### src/rtl/idma_error_reporter.sv
// Frontend-side iDMA error reporter: consumes 1D responses, captures the first error,
// raises a level irq and answers the backend with continue/abort decisions.
//
// state  | meaning
// IDLE   | accepting responses, counting completions and errors
// DECIDE | error accepted, backend stalled; auto decision offered or waiting for software
// ISSUE  | software decision registered and offered to the backend until accepted

package idma_pkg;
    typedef logic idma_eh_req_t;
    localparam idma_eh_req_t CONTINUE = 1'b0;
    localparam idma_eh_req_t ABORT    = 1'b1;

    typedef enum logic [1:0] {
        BUS_READ  = 2'd0,
        BUS_WRITE = 2'd1,
        BACKEND   = 2'd2,
        ND_MIDEND = 2'd3
    } err_type_t;

    typedef logic [31:0] addr_t;

    typedef struct packed {
        logic [1:0] cause;
        err_type_t  err_type;
        addr_t      burst_addr;
    } err_payload_t;

    typedef struct packed {
        logic         last;
        logic         error;
        err_payload_t pld;
    } idma_rsp_t;
endpackage

module idma_error_reporter #(
    parameter int unsigned CntWidth      = 32,
    parameter type         addr_t        = idma_pkg::addr_t,
    parameter type         idma_rsp_t    = idma_pkg::idma_rsp_t,
    parameter type         idma_eh_req_t = idma_pkg::idma_eh_req_t
) (
    input  logic                clk_i,
    input  logic                rst_ni,
    input  idma_rsp_t           rsp_i,
    input  logic                rsp_valid_i,
    output logic                rsp_ready_o,
    output idma_eh_req_t        eh_o,
    output logic                eh_valid_o,
    input  logic                eh_ready_i,
    input  logic [1:0]          mode_i,
    input  idma_eh_req_t        sw_eh_i,
    input  logic                sw_eh_valid_i,
    output logic                sw_eh_ready_o,
    input  logic                err_clear_i,
    output logic                err_valid_o,
    output logic [1:0]          err_cause_o,
    output idma_pkg::err_type_t err_type_o,
    output addr_t               err_addr_o,
    output logic                irq_o,
    output logic [CntWidth-1:0] done_cnt_o,
    output logic [CntWidth-1:0] err_cnt_o,
    output logic                busy_o
);

    localparam logic [1:0] ModeAutoContinue = 2'd0;
    localparam logic [1:0] ModeAutoAbort    = 2'd1;

    typedef enum logic [1:0] {
        IDLE   = 2'd0,
        DECIDE = 2'd1,
        ISSUE  = 2'd2
    } state_e;

    state_e              state_q, state_d;
    logic [1:0]          mode_q, mode_d;
    idma_eh_req_t        eh_q, eh_d;
    logic                err_valid_q, err_valid_d;
    logic [1:0]          err_cause_q;
    idma_pkg::err_type_t err_type_q;
    addr_t               err_addr_q;
    logic [CntWidth-1:0] done_cnt_q, err_cnt_q;

    logic rsp_acc, err_acc, done_inc, capture_en;

    assign rsp_ready_o = (state_q == IDLE);
    assign rsp_acc     = rsp_valid_i & rsp_ready_o;
    assign err_acc     = rsp_acc & rsp_i.error;
    assign done_inc    = rsp_acc & ~rsp_i.error & rsp_i.last;
    // first error wins: only an empty capture is loaded
    assign capture_en  = err_acc & ~err_valid_q;

    always_comb begin
        state_d       = state_q;
        mode_d        = mode_q;
        eh_d          = eh_q;
        eh_o          = idma_pkg::CONTINUE;
        eh_valid_o    = 1'b0;
        sw_eh_ready_o = 1'b0;
        case (state_q)
            IDLE: begin
                if (err_acc) begin
                    mode_d  = mode_i;
                    state_d = DECIDE;
                end
            end
            DECIDE: begin
                case (mode_q)
                    ModeAutoContinue: begin
                        eh_valid_o = 1'b1;
                        eh_o       = idma_pkg::CONTINUE;
                        if (eh_ready_i) state_d = IDLE;
                    end
                    ModeAutoAbort: begin
                        eh_valid_o = 1'b1;
                        eh_o       = idma_pkg::ABORT;
                        if (eh_ready_i) state_d = IDLE;
                    end
                    default: begin
                        // reserved mode falls back to a software decision
                        sw_eh_ready_o = 1'b1;
                        if (sw_eh_valid_i) begin
                            eh_d    = sw_eh_i;
                            state_d = ISSUE;
                        end
                    end
                endcase
            end
            ISSUE: begin
                eh_valid_o = 1'b1;
                eh_o       = eh_q;
                if (eh_ready_i) state_d = IDLE;
            end
            default: state_d = IDLE;
        endcase
    end

    always_comb begin
        err_valid_d = err_valid_q;
        if (capture_en) begin
            err_valid_d = 1'b1;
        end else if (err_clear_i) begin
            err_valid_d = 1'b0;
        end
    end

    always_ff @(posedge clk_i or negedge rst_ni) begin
        if (!rst_ni) begin
            state_q <= IDLE;
            mode_q  <= ModeAutoContinue;
            eh_q    <= idma_pkg::CONTINUE;
        end else begin
            state_q <= state_d;
            mode_q  <= mode_d;
            eh_q    <= eh_d;
        end
    end

    always_ff @(posedge clk_i or negedge rst_ni) begin
        if (!rst_ni) begin
            err_valid_q <= 1'b0;
            err_cause_q <= 2'd0;
            err_type_q  <= idma_pkg::BUS_READ;
            err_addr_q  <= '0;
        end else begin
            err_valid_q <= err_valid_d;
            if (capture_en) begin
                err_cause_q <= rsp_i.pld.cause;
                err_type_q  <= rsp_i.pld.err_type;
                err_addr_q  <= rsp_i.pld.burst_addr;
            end
        end
    end

    // saturating counters, they stick at all-ones
    always_ff @(posedge clk_i or negedge rst_ni) begin
        if (!rst_ni) begin
            done_cnt_q <= '0;
            err_cnt_q  <= '0;
        end else begin
            if (done_inc && (done_cnt_q != '1)) done_cnt_q <= done_cnt_q + CntWidth'(1);
            if (err_acc && (err_cnt_q != '1))   err_cnt_q  <= err_cnt_q + CntWidth'(1);
        end
    end

    assign err_valid_o = err_valid_q;
    assign irq_o       = err_valid_q;
    assign err_cause_o = err_cause_q;
    assign err_type_o  = err_type_q;
    assign err_addr_o  = err_addr_q;
    assign done_cnt_o  = done_cnt_q;
    assign err_cnt_o   = err_cnt_q;
    assign busy_o      = (state_q != IDLE);

endmodule

### config.mk
export PLATFORM = sky130hd
export DESIGN_NAME = idma_error_reporter
export DESIGN_NICKNAME = d
export VERILOG_FILES = /design/src/rtl/idma_error_reporter.sv
export SDC_FILE = /design/constraint.sdc
export NUM_CORES = 1
export LEC_CHECK = 0
export BUFFER_PORTS_ARGS = -buffer_cell sky130_fd_sc_hd__buf_2
export CAP_MARGIN = 10
export CORE_MARGIN = 2
export CORE_UTILIZATION = 35
export DETAILED_ROUTE_END_ITERATION = 16
export HOLD_SLACK_MARGIN = 0.15
export PLACE_DENSITY_LB_ADDON = 0.1
export SYNTH_ARGS = -nofsm -noshare
export SYNTH_HDL_FRONTEND = slang
export SYNTH_SLANG_ARGS = --single-unit
### constraint.sdc
create_clock -name clk_i -period 5.25 [get_ports clk_i]
set_input_delay 1.05 -clock clk_i [delete_from_list [all_inputs] [get_ports clk_i]]
set_output_delay 1.05 -clock clk_i [all_outputs]
set_load 0.005 [all_outputs]
==> results.md, run 1 <==
- The flow ran to the end, and the final reports show no timing, DRC or antenna violations.
- The total die area is 0.0146 sq mm.
- Headroom to the max-slew limit came out at 39.0%.
- The clock network is responsible for between 20 and 30% of the overall power.
- The number of flip-flops and latches in the synthesized netlist is about 110.
- The number of distinct library cells after synthesis is 42.
- The combinational share of power is roughly a quarter.
- After detailed routing, the met2 layer carries about 4900 um of wire.
- The top-level port count is between 150 and 200.
- The required time of the worst setup path is around 4.2 ns.
- The cell area after synthesis is roughly 0.0048 sq mm.
- The largest incremental delay on the critical path is between 0.4 and 0.5 ns.
- The core region is between 0.01 and 0.015 sq mm.
- After routing, the total negative slack on setup checks comes to 0 ns.
- Sorting the synthesized cells by area gives the leading types as sky130_fd_sc_hd__dfrtp_1 56%, sky130_fd_sc_hd__mux2_2 9.2%, sky130_fd_sc_hd__xnor2_1 7.7%, sky130_fd_sc_hd__nand4_1 3.3%, sky130_fd_sc_hd__xor2_1 2.9%.
- The worst hold path stage count is 1.
- During synthesis, Yosys emitted a total of 0 warnings.
- The total CTS buffers is 9.
- The die height is ~120 um.
- The nature of the critical path endpoint is an output pin.
- The critical path starts at state_q[1].
- The maximum number of buffers from clock root to sink is 2.
- The sequential cell area fraction in the yosys report is a little under three fifths.
- The clock insertion delay at the later pin of the skew report is 0.35 ns.
- The largest vdd supply drop is 0.148 mV.
- The port buffer count is approximately 150.
- The wire length reported by the detailed router is ~11,000 um.
- The register-to-register setup slack is ~3 ns.
- The layout has 1,266 filler cells.
- In the final layout, the multi-input gates occupy 0.00205 sq mm.
- The master of the slowest instance on the critical path is sky130_fd_sc_hd__dfrtp_1.
- Summing over every cut layer, the via total after detailed routing is between 3,000 and 4,000.
- After detailed routing, the number of vias per cell comes to ~4.8.
- The first global-routing pass estimated approximately 18,000 um of wire.
- The floorplan row count is between 40 and 50.
- The first-pass detailed-route iteration total is 5.
- The number of antenna diodes in the final layout is 0.
- In this run the worst path has a maximum fanout of 4.
- Global routing used 15.7% of the available tracks across all layers.
- The area occupied by registers is ~0.0027 sq mm.
- Each instance of the synthesized netlist takes up on average 12.1 sq um.
- The starting utilization of the core area is 35.9%.
- The clock slew at the register clock pins of the worst setup and hold paths is ~0.070 ns.
- The post-synthesis instance total is approximately 400.
- In this run the number of H-tree levels came out at 3.
- The signal on the critical path passes through inv_1 -> ha_1 -> nor2b_1 -> a22oi_1 -> nor2b_1 -> buf_2.
- Summed over all nets, the switching power comes to approximately 680 uW.
- The sink count of the clock tree is 106.
- The highest layer used for signal routing is met5.
- The die width is around 120 um.
- At the end of the flow, the number of nets in the layout was 607.
- For this run, design rule violations remaining after detail routing come to 0.
- The via count of the first global-routing pass is around 3,400.
- The area added between synthesis and finish is 26.4%.
- The leakage component of the power is about 3.0 nW.
- The setup violation total in the final timing report is 0.
- The endpoint identified for the worst register-to-register timing path is done_cnt_o[27].
- The initial antenna violation count was 1.
- The sequential share of power is a little under half.
- Of the total power, the share spent switching nets is about 28%.
- In this run the worst hold path is classified as reg -> reg.
- The finished layout holds roughly 740 standard cells, fillers aside.
- For the worst setup path, the data arrival time is about 1.6 ns.
- The power per cell area is about 400 mW/mm^2.
- In the synthesized netlist the async set-or-reset flop fraction comes to between 90% and 100%.
- The half-perimeter wire length of the detailed placement result is between 8000 and 9000 um.
- Once the clock tree was built, the setup fixing pass inserted 0 buffers.
- In this run the biggest area consumer among cell types represents roughly 56% of the synthesized area.
- In this run, post-CTS repair resized a total of 0 instances.
- Entering global routing, the biggest net connects 73 pins.
- The mean routed wirelength per cell is between 15 and 20 um.
- The critical path endpoint is eh_o.
- The cell count after placement is between 700 and 800.
- The logic depth of the worst register-to-register path is 7.
- The post-route netlist has between 30% and 40% of its cells at a drive strength greater than 1.
- Setup repair after global routing left no endpoint under its margin.
- In this run the remaining antenna-violating nets after routing total 0.
- STA classifies the critical path startpoint as a register.
- Among all flip-flop cells after synthesis, the most frequent one is sky130_fd_sc_hd__dfrtp_1.
- The congestion estimate from routability-driven global placement came to about 0.8.
- Static timing analysis puts the maximum clock frequency at 374 MHz.
- Cell internal power was estimated by the tool at between 1.5 and 2 mW.
- The total count of max-transition violations in the final report was 0.
- The transition time of the tightest slew-check pin is about 0.92 ns.
- Summed over all layers, the global routing overflow is 0.
- The cell that appears most often on the critical path is sky130_fd_sc_hd__nor2b_1.
- The largest area contributor in the synthesized netlist is sky130_fd_sc_hd__dfrtp_1.
- The clock tree from TritonCTS is done.
- The met3 routed wirelength is a little under 700 um.
- The post-route minimum period is about 2.7 ns.
- The startpoint identified for the worst register-to-register timing path is state_q[1].
- The final hold violation count is 0.
- Yosys mapped a number of flops with a built-in enable equal to 0.
- The detailed router's first-iteration violation count is approximately 130.
- The worst-case clock skew is 0.00571 ns.
- In the final routing, the length of wire on met1 measures between 5000 and 6000 um.
- The worst setup path category is reg -> out.
- The net count of the mapped netlist is 448.
- The worst path uses between 50% and 60% of the clock period.
- Max-cap violations in this run came to 0.
- In this run the clock root is driven by a sky130_fd_sc_hd__clkbuf_16.
- The number of hold buffers added after CTS was 0.
## flip-flops by register name, indices dropped and copies added, names as in the netlist
name         flops
done_cnt_o      32
eh_q             1
err_addr_o      32
err_cause_o      2
err_cnt_o       32
err_type_o       2
err_valid_o      1
mode_q           2
state_q          2
## synth_stat cells (all sizes together) (2+ instances only)
cell      n
buf       6
ha        6
nor3      8
dfrtp   106
o21ai     2
and3     13
nand3    19
and4     10
nor2b     3
nand4b    2
and2      3
nor2     17
nand2    37
or3       3
nand4    25
xor2     16
xnor2    42
mux2     39
inv      10
nor4      6
a41oi     2
a21oi     5
o311ai    2
## logic make-up after synthesis
group | count (synthesis) | synth area share [%]
adder cells (fa/ha/maj) | 6 | 1.57
AO/OA/AOI/OAI | 21 | 4.40
XOR/XNOR | 58 | 10.6
flip-flops | 106 | 55.5
AND/OR/NAND/NOR | 148 | 17.1
buffers and inverters | 17 | 1.60
multiplexers | 39 | 9.19
## how the worst min path moves through the flow
stage,startpoint,end,slack (ns)
global placement,done_cnt_o[10],done_cnt_o[10],0.47
floorplan,mode_q[0],mode_q[0],0.45
CTS,done_cnt_o[23],done_cnt_o[23],0.50
finish,done_cnt_o[15],done_cnt_o[15],0.49
global route,err_cause_o[1],err_cause_o[1],0.51
detailed placement,done_cnt_o[15],done_cnt_o[15],0.48
## per-layer routing
| layer | track usage [%] | vias up |
|---|---|---|
| li1 | - | 1718 |
| met1 | 22.2 | 1703 |
| met2 | 22.9 | 113 |
| met3 | 3.82 | 13 |
| met4 | 6.54 | 2 |
| met5 | 0 | - |
## metrics by stage
stage	hold slack, ns	setup WS (ns)	total power [mW]	instance area (sq um)	utilization [%]
2_1_floorplan	0.447	2.83	1.46	4780	-
6_report	0.492	2.58	2.42	6040	45.4
5_1_grt	0.513	2.41	2.59	6040	45.4
3_3_place_gp	0.474	2.56	1.75	5740	43.2
4_1_cts	0.498	2.54	2.47	6040	45.4
3_5_place_dp	0.484	2.54	1.77	5740	43.2
## layout by cell type, fill, tap and decap left out, types with 2 or more instances in the layout
cell	n
sky130_fd_sc_hd__a21oi_1	5
sky130_fd_sc_hd__a41oi_2	2
sky130_fd_sc_hd__and2_1	3
sky130_fd_sc_hd__and3_1	13
sky130_fd_sc_hd__and4_1	10
sky130_fd_sc_hd__buf_2	152
sky130_fd_sc_hd__buf_4	3
sky130_fd_sc_hd__clkbuf_1	3
sky130_fd_sc_hd__clkbuf_16	9
sky130_fd_sc_hd__clkbuf_8	2
sky130_fd_sc_hd__dfrtp_1	106
sky130_fd_sc_hd__ha_1	6
sky130_fd_sc_hd__inv_1	10
sky130_fd_sc_hd__mux2_2	39
sky130_fd_sc_hd__nand2_1	37
sky130_fd_sc_hd__nand3_1	19
sky130_fd_sc_hd__nand4_1	25
sky130_fd_sc_hd__nor2_1	15
sky130_fd_sc_hd__nor2_2	2
sky130_fd_sc_hd__nor2b_1	3
sky130_fd_sc_hd__nor3_1	8
sky130_fd_sc_hd__nor4_1	4
sky130_fd_sc_hd__nor4_2	2
sky130_fd_sc_hd__o21ai_0	2
sky130_fd_sc_hd__or3_1	2
sky130_fd_sc_hd__xnor2_1	42
sky130_fd_sc_hd__xor2_1	16
## final cells by class
| type | count | area share, % |
|---|---|---|
| clock buffers | 14 | 4.37 |
| inverters | 10 | 0.621 |
| clock inverters | 2 | 0.580 |
| multi-input cells | 272 | 33.9 |
| well taps | 176 | 3.64 |
| flip-flops and latches | 106 | 43.9 |
| repair buffers | 155 | 13.0 |
## worst max-delay path, delay by kind of cell, from the launching register on
kind / cells / cell delay (ns)
AOI/OAI and AO/OA: 1 / 0.08
adders and majority gates: 1 / 0.19
and+or+nand+nor: 2 / 0.35
DFF: 1 / 0.41
buffers and inverters: 2 / 0.26
## power groups by stage
stage	sequential (mW)	combinational, mW	clock (mW)
after floorplan	1.16	0.302	0
after global placement	1.14	0.606	0
after detailed placement	1.15	0.617	0
after CTS	1.14	0.618	0.714
after global routing	1.16	0.683	0.744
final	1.14	0.602	0.685
Note: power is estimated with default switching activity, not from simulation.
==> inputs of run 2 (changes only) <==
==> constraint.sdc (replaced) <==
create_clock -name clk_i -period 2.5 [get_ports clk_i]
set_input_delay 0.5 -clock clk_i [delete_from_list [all_inputs] [get_ports clk_i]]
set_output_delay 0.5 -clock clk_i [all_outputs]
set_load 0.005 [all_outputs]
==> run 2 against run 1 <==
  * Die area stayed put
  * First-iteration DRC count is 0.76% higher
  * Design area is 0.66% higher
  * Worst hold slack worse by 0.16 ns
  * Combinational power is 110% higher
  * Clock power is 96% higher
  * Sequential share of layout area is 0.29 points lower
==> results.md, run 2 (synthesis results as in run 1) <==
- The top-level port count is between 150 and 200.
- The nature of the critical path endpoint is a register.
- The via count of the first global-routing pass was roughly 3,400.
- Clock-pin slew was measured on the worst setup and hold paths at 0.07 ns.
- The final hold violation count is 0.
- Entering global routing, the biggest net connects 44 pins.
- STA puts the critical path data required time at roughly 2.7 ns.
- By startpoint and endpoint, the worst setup path is classified as reg -> reg.
- Counting the fill cells in the layout gives 1,247.
- The ratio of cells with drive above 1 in the final layout is 40.4%.
- The final RePlAce weighted congestion is about 0.8.
- For the worst flop-to-flop path, the logic depth is 7.
- The worst register-to-register path begins at state_q[1].
- The die is 121 um tall.
- The global routing usage summed across all routing layers is 15.6%.
- Detailed placement finished with a half-perimeter wire length of between 8000 and 9000 um.
- In this run the clock root is driven by a sky130_fd_sc_hd__clkbuf_16.
- The kind of cell with the highest combined delay along the critical path is simple AND/OR/NAND/NOR gates.
- The total die area is 0.0146 sq mm.
- The worst pin sits at a relative slew slack of 51.3%.
- The wire length reported by the detailed router is between 10,000 and 15,000 um.
- After routing, the total negative slack on setup checks comes to 0 ns.
- In this run the number of H-tree levels came out at 3.
- The endpoint identified for the worst register-to-register timing path is done_cnt_o[27].
- Setup repair after global routing left no endpoint under its margin.
- The maximum number of buffers from clock root to sink is 2.
- In the layout the commonest cells are 152 x sky130_fd_sc_hd__buf_2, 106 x sky130_fd_sc_hd__dfrtp_1, 42 x sky130_fd_sc_hd__xnor2_1, 39 x sky130_fd_sc_hd__mux2_2, 37 x sky130_fd_sc_hd__nand2_1.
- The starting utilization of the core area is a little over a third.
- In this run the worst setup path begins at state_q[1].
- The leakage component of the power is 2.98 nW.
- The register-to-register setup slack is 0.20 ns.
- The DRC violation count after routing is 0.
- The initial antenna violation count is 0.
- The most frequent standard cell in the layout excluding fill and tap cells is sky130_fd_sc_hd__buf_2.
- The sink count of the clock tree is 106.
- The port buffer count is around 150.
- The largest vdd supply drop is roughly 0.27 mV.
- The instance count on the critical path is 7.
- After routing the design area is 0.00608 sq mm.
- The transition time of the tightest slew-check pin is between 0.7 and 0.8 ns.
- Measured along the x axis, the die boundary spans 121 um.
- Setup violations remaining at the end of the flow were counted as 0.
- The critical path goes through inv_1 -> ha_1 -> nand4b_2 -> or3_4 -> a41oi_2 -> nand4b_1 -> xnor2_1.
- The total count of max-transition violations in the final report is 0.
- The run finished with clean final reports.
- The first global-routing pass estimated approximately 18,000 um of wire.
- The floorplan row count is between 40 and 50.
- The critical path arrival is ~2.5 ns.
- Across the routed clock network, the largest skew measured is between 0.008 and 0.009 ns.
- In this run the cell area measured after placement is between 0.005 and 0.006 sq mm.
- The final critical-path share of the clock period is between 90 and 100%.
- Max-cap violations in this run came to 0.
- Power spread over the standard cell area amounts to approximately 820 mW/mm^2.
- In this run the remaining antenna-violating nets after routing total 0.
- TritonCTS built the clock tree.
- Following the worst setup path forward leads to its endpoint at done_cnt_o[27].
- The post-route minimum period is roughly 2.3 ns.
- On the critical path, the stage with the largest delay is an instance of sky130_fd_sc_hd__or3_4.
- The area of the core is between 0.01 and 0.015 sq mm.
- Derived from the worst setup path, the maximum achievable clock frequency is 434 MHz.
- The remaining global-route overflow is 0.
- The first-pass detailed-route iteration total is 4.
- Dividing the detail-routed via count by the number of cells gives 4.84.
- For the worst-skew pair, the clock arrives at the later sink with an insertion delay of between 0.3 and 0.4 ns.
- In this run, post-CTS repair resized a total of 0 instances.
- The number of nets in the final layout is between 600 and 700.
- The number of antenna repair diodes is 0.
- The kind of launch point of the worst setup path is a register.
- The mean routed wirelength per cell is between 15 and 20 um.
- For this run, the slowest stage of the critical path takes about 0.44 ns.
- In this run, CTS created clock tree buffers numbering 9.
- The area added between synthesis and finish is 27.3%.
- The worst hold-check path type is in -> reg.
- Across all layers, the routed design uses approximately 3,600 vias.
- The detailed router's first-iteration violation count is 133.
- The number of buffers and inverters on the critical path is 1.
- In this run the worst path has a maximum fanout of 8.
[run 2: layer usage]
layer	global-route usage [%]	part of all wire (%)	vias up
li1	-	-	1741
met1	22.0	47	1711
met2	23.1	44	127
met3	4.15	7.3	11
met4	5.67	1.4	0
met5	0	0	-
[run 2: what timing repair did]
action	in CTS	in global routing
hold endpoints to repair	14	0
setup endpoints to repair	0	0
setup buffers	0	0
hold buffers	1	0
[run 2: power by group]
group / switching [mW] / internal, mW / total (mW)
clock network: 0.662 / 0.681 / 1.34
logic: 0.564 / 0.721 / 1.29
registers: 0.258 / 2.12 / 2.38
total: 1.48 / 3.52 / 5.01
[run 2: final cells by class]
| cell class | instances | area [sq um] | area share, % |
|---|---|---|---|
| Sequential cell | 106 | 2650 | 43.6 |
| Multi-Input combinational cell | 272 | 2050 | 33.7 |
| Timing Repair Buffer | 161 | 843 | 13.9 |
| Clock buffer | 9 | 225 | 3.70 |
| Tap cell | 176 | 220 | 3.62 |
| Clock inverter | 7 | 53.8 | 0.885 |
| Inverter | 10 | 37.5 | 0.617 |
[run 2: worst min-delay path by stage]
stage | start | slack, ns | depth (start not counted) | end
after floorplan | rst_ni | 0.20 | 0 | done_cnt_o[0]
after global placement | done_cnt_o[10] | 0.47 | 1 | done_cnt_o[10]
after detailed placement | mode_q[0] | 0.48 | 2 | mode_q[0]
after CTS | err_clear_i | 0.33 | 2 | err_valid_o
after global routing | err_clear_i | 0.34 | 2 | err_valid_o
final | err_clear_i | 0.34 | 2 | err_valid_o
[run 2: worst register-to-register path: stages (launching register included)]
cell,delay [ns]
sky130_fd_sc_hd__dfrtp_1,0.42
sky130_fd_sc_hd__inv_1,0.13
sky130_fd_sc_hd__ha_1,0.30
sky130_fd_sc_hd__nand4b_2,0.18
sky130_fd_sc_hd__or3_4,0.44
sky130_fd_sc_hd__a41oi_2,0.40
sky130_fd_sc_hd__nand4b_1,0.17
sky130_fd_sc_hd__xnor2_1,0.15
[run 2: stage by stage]
step	utilization [%]	setup slack (ns)	power (mW)	cells	hold slack [ns]
after global routing	45.7	0.00491	5.36	741	0.336
after global placement	43.6	0.301	3.68	724	0.473
after CTS	45.7	0.182	5.10	741	0.326
after floorplan	-	0.487	3.06	395	0.204
after detailed placement	43.6	0.200	3.73	724	0.480
final	45.7	0.196	5.01	741	0.336
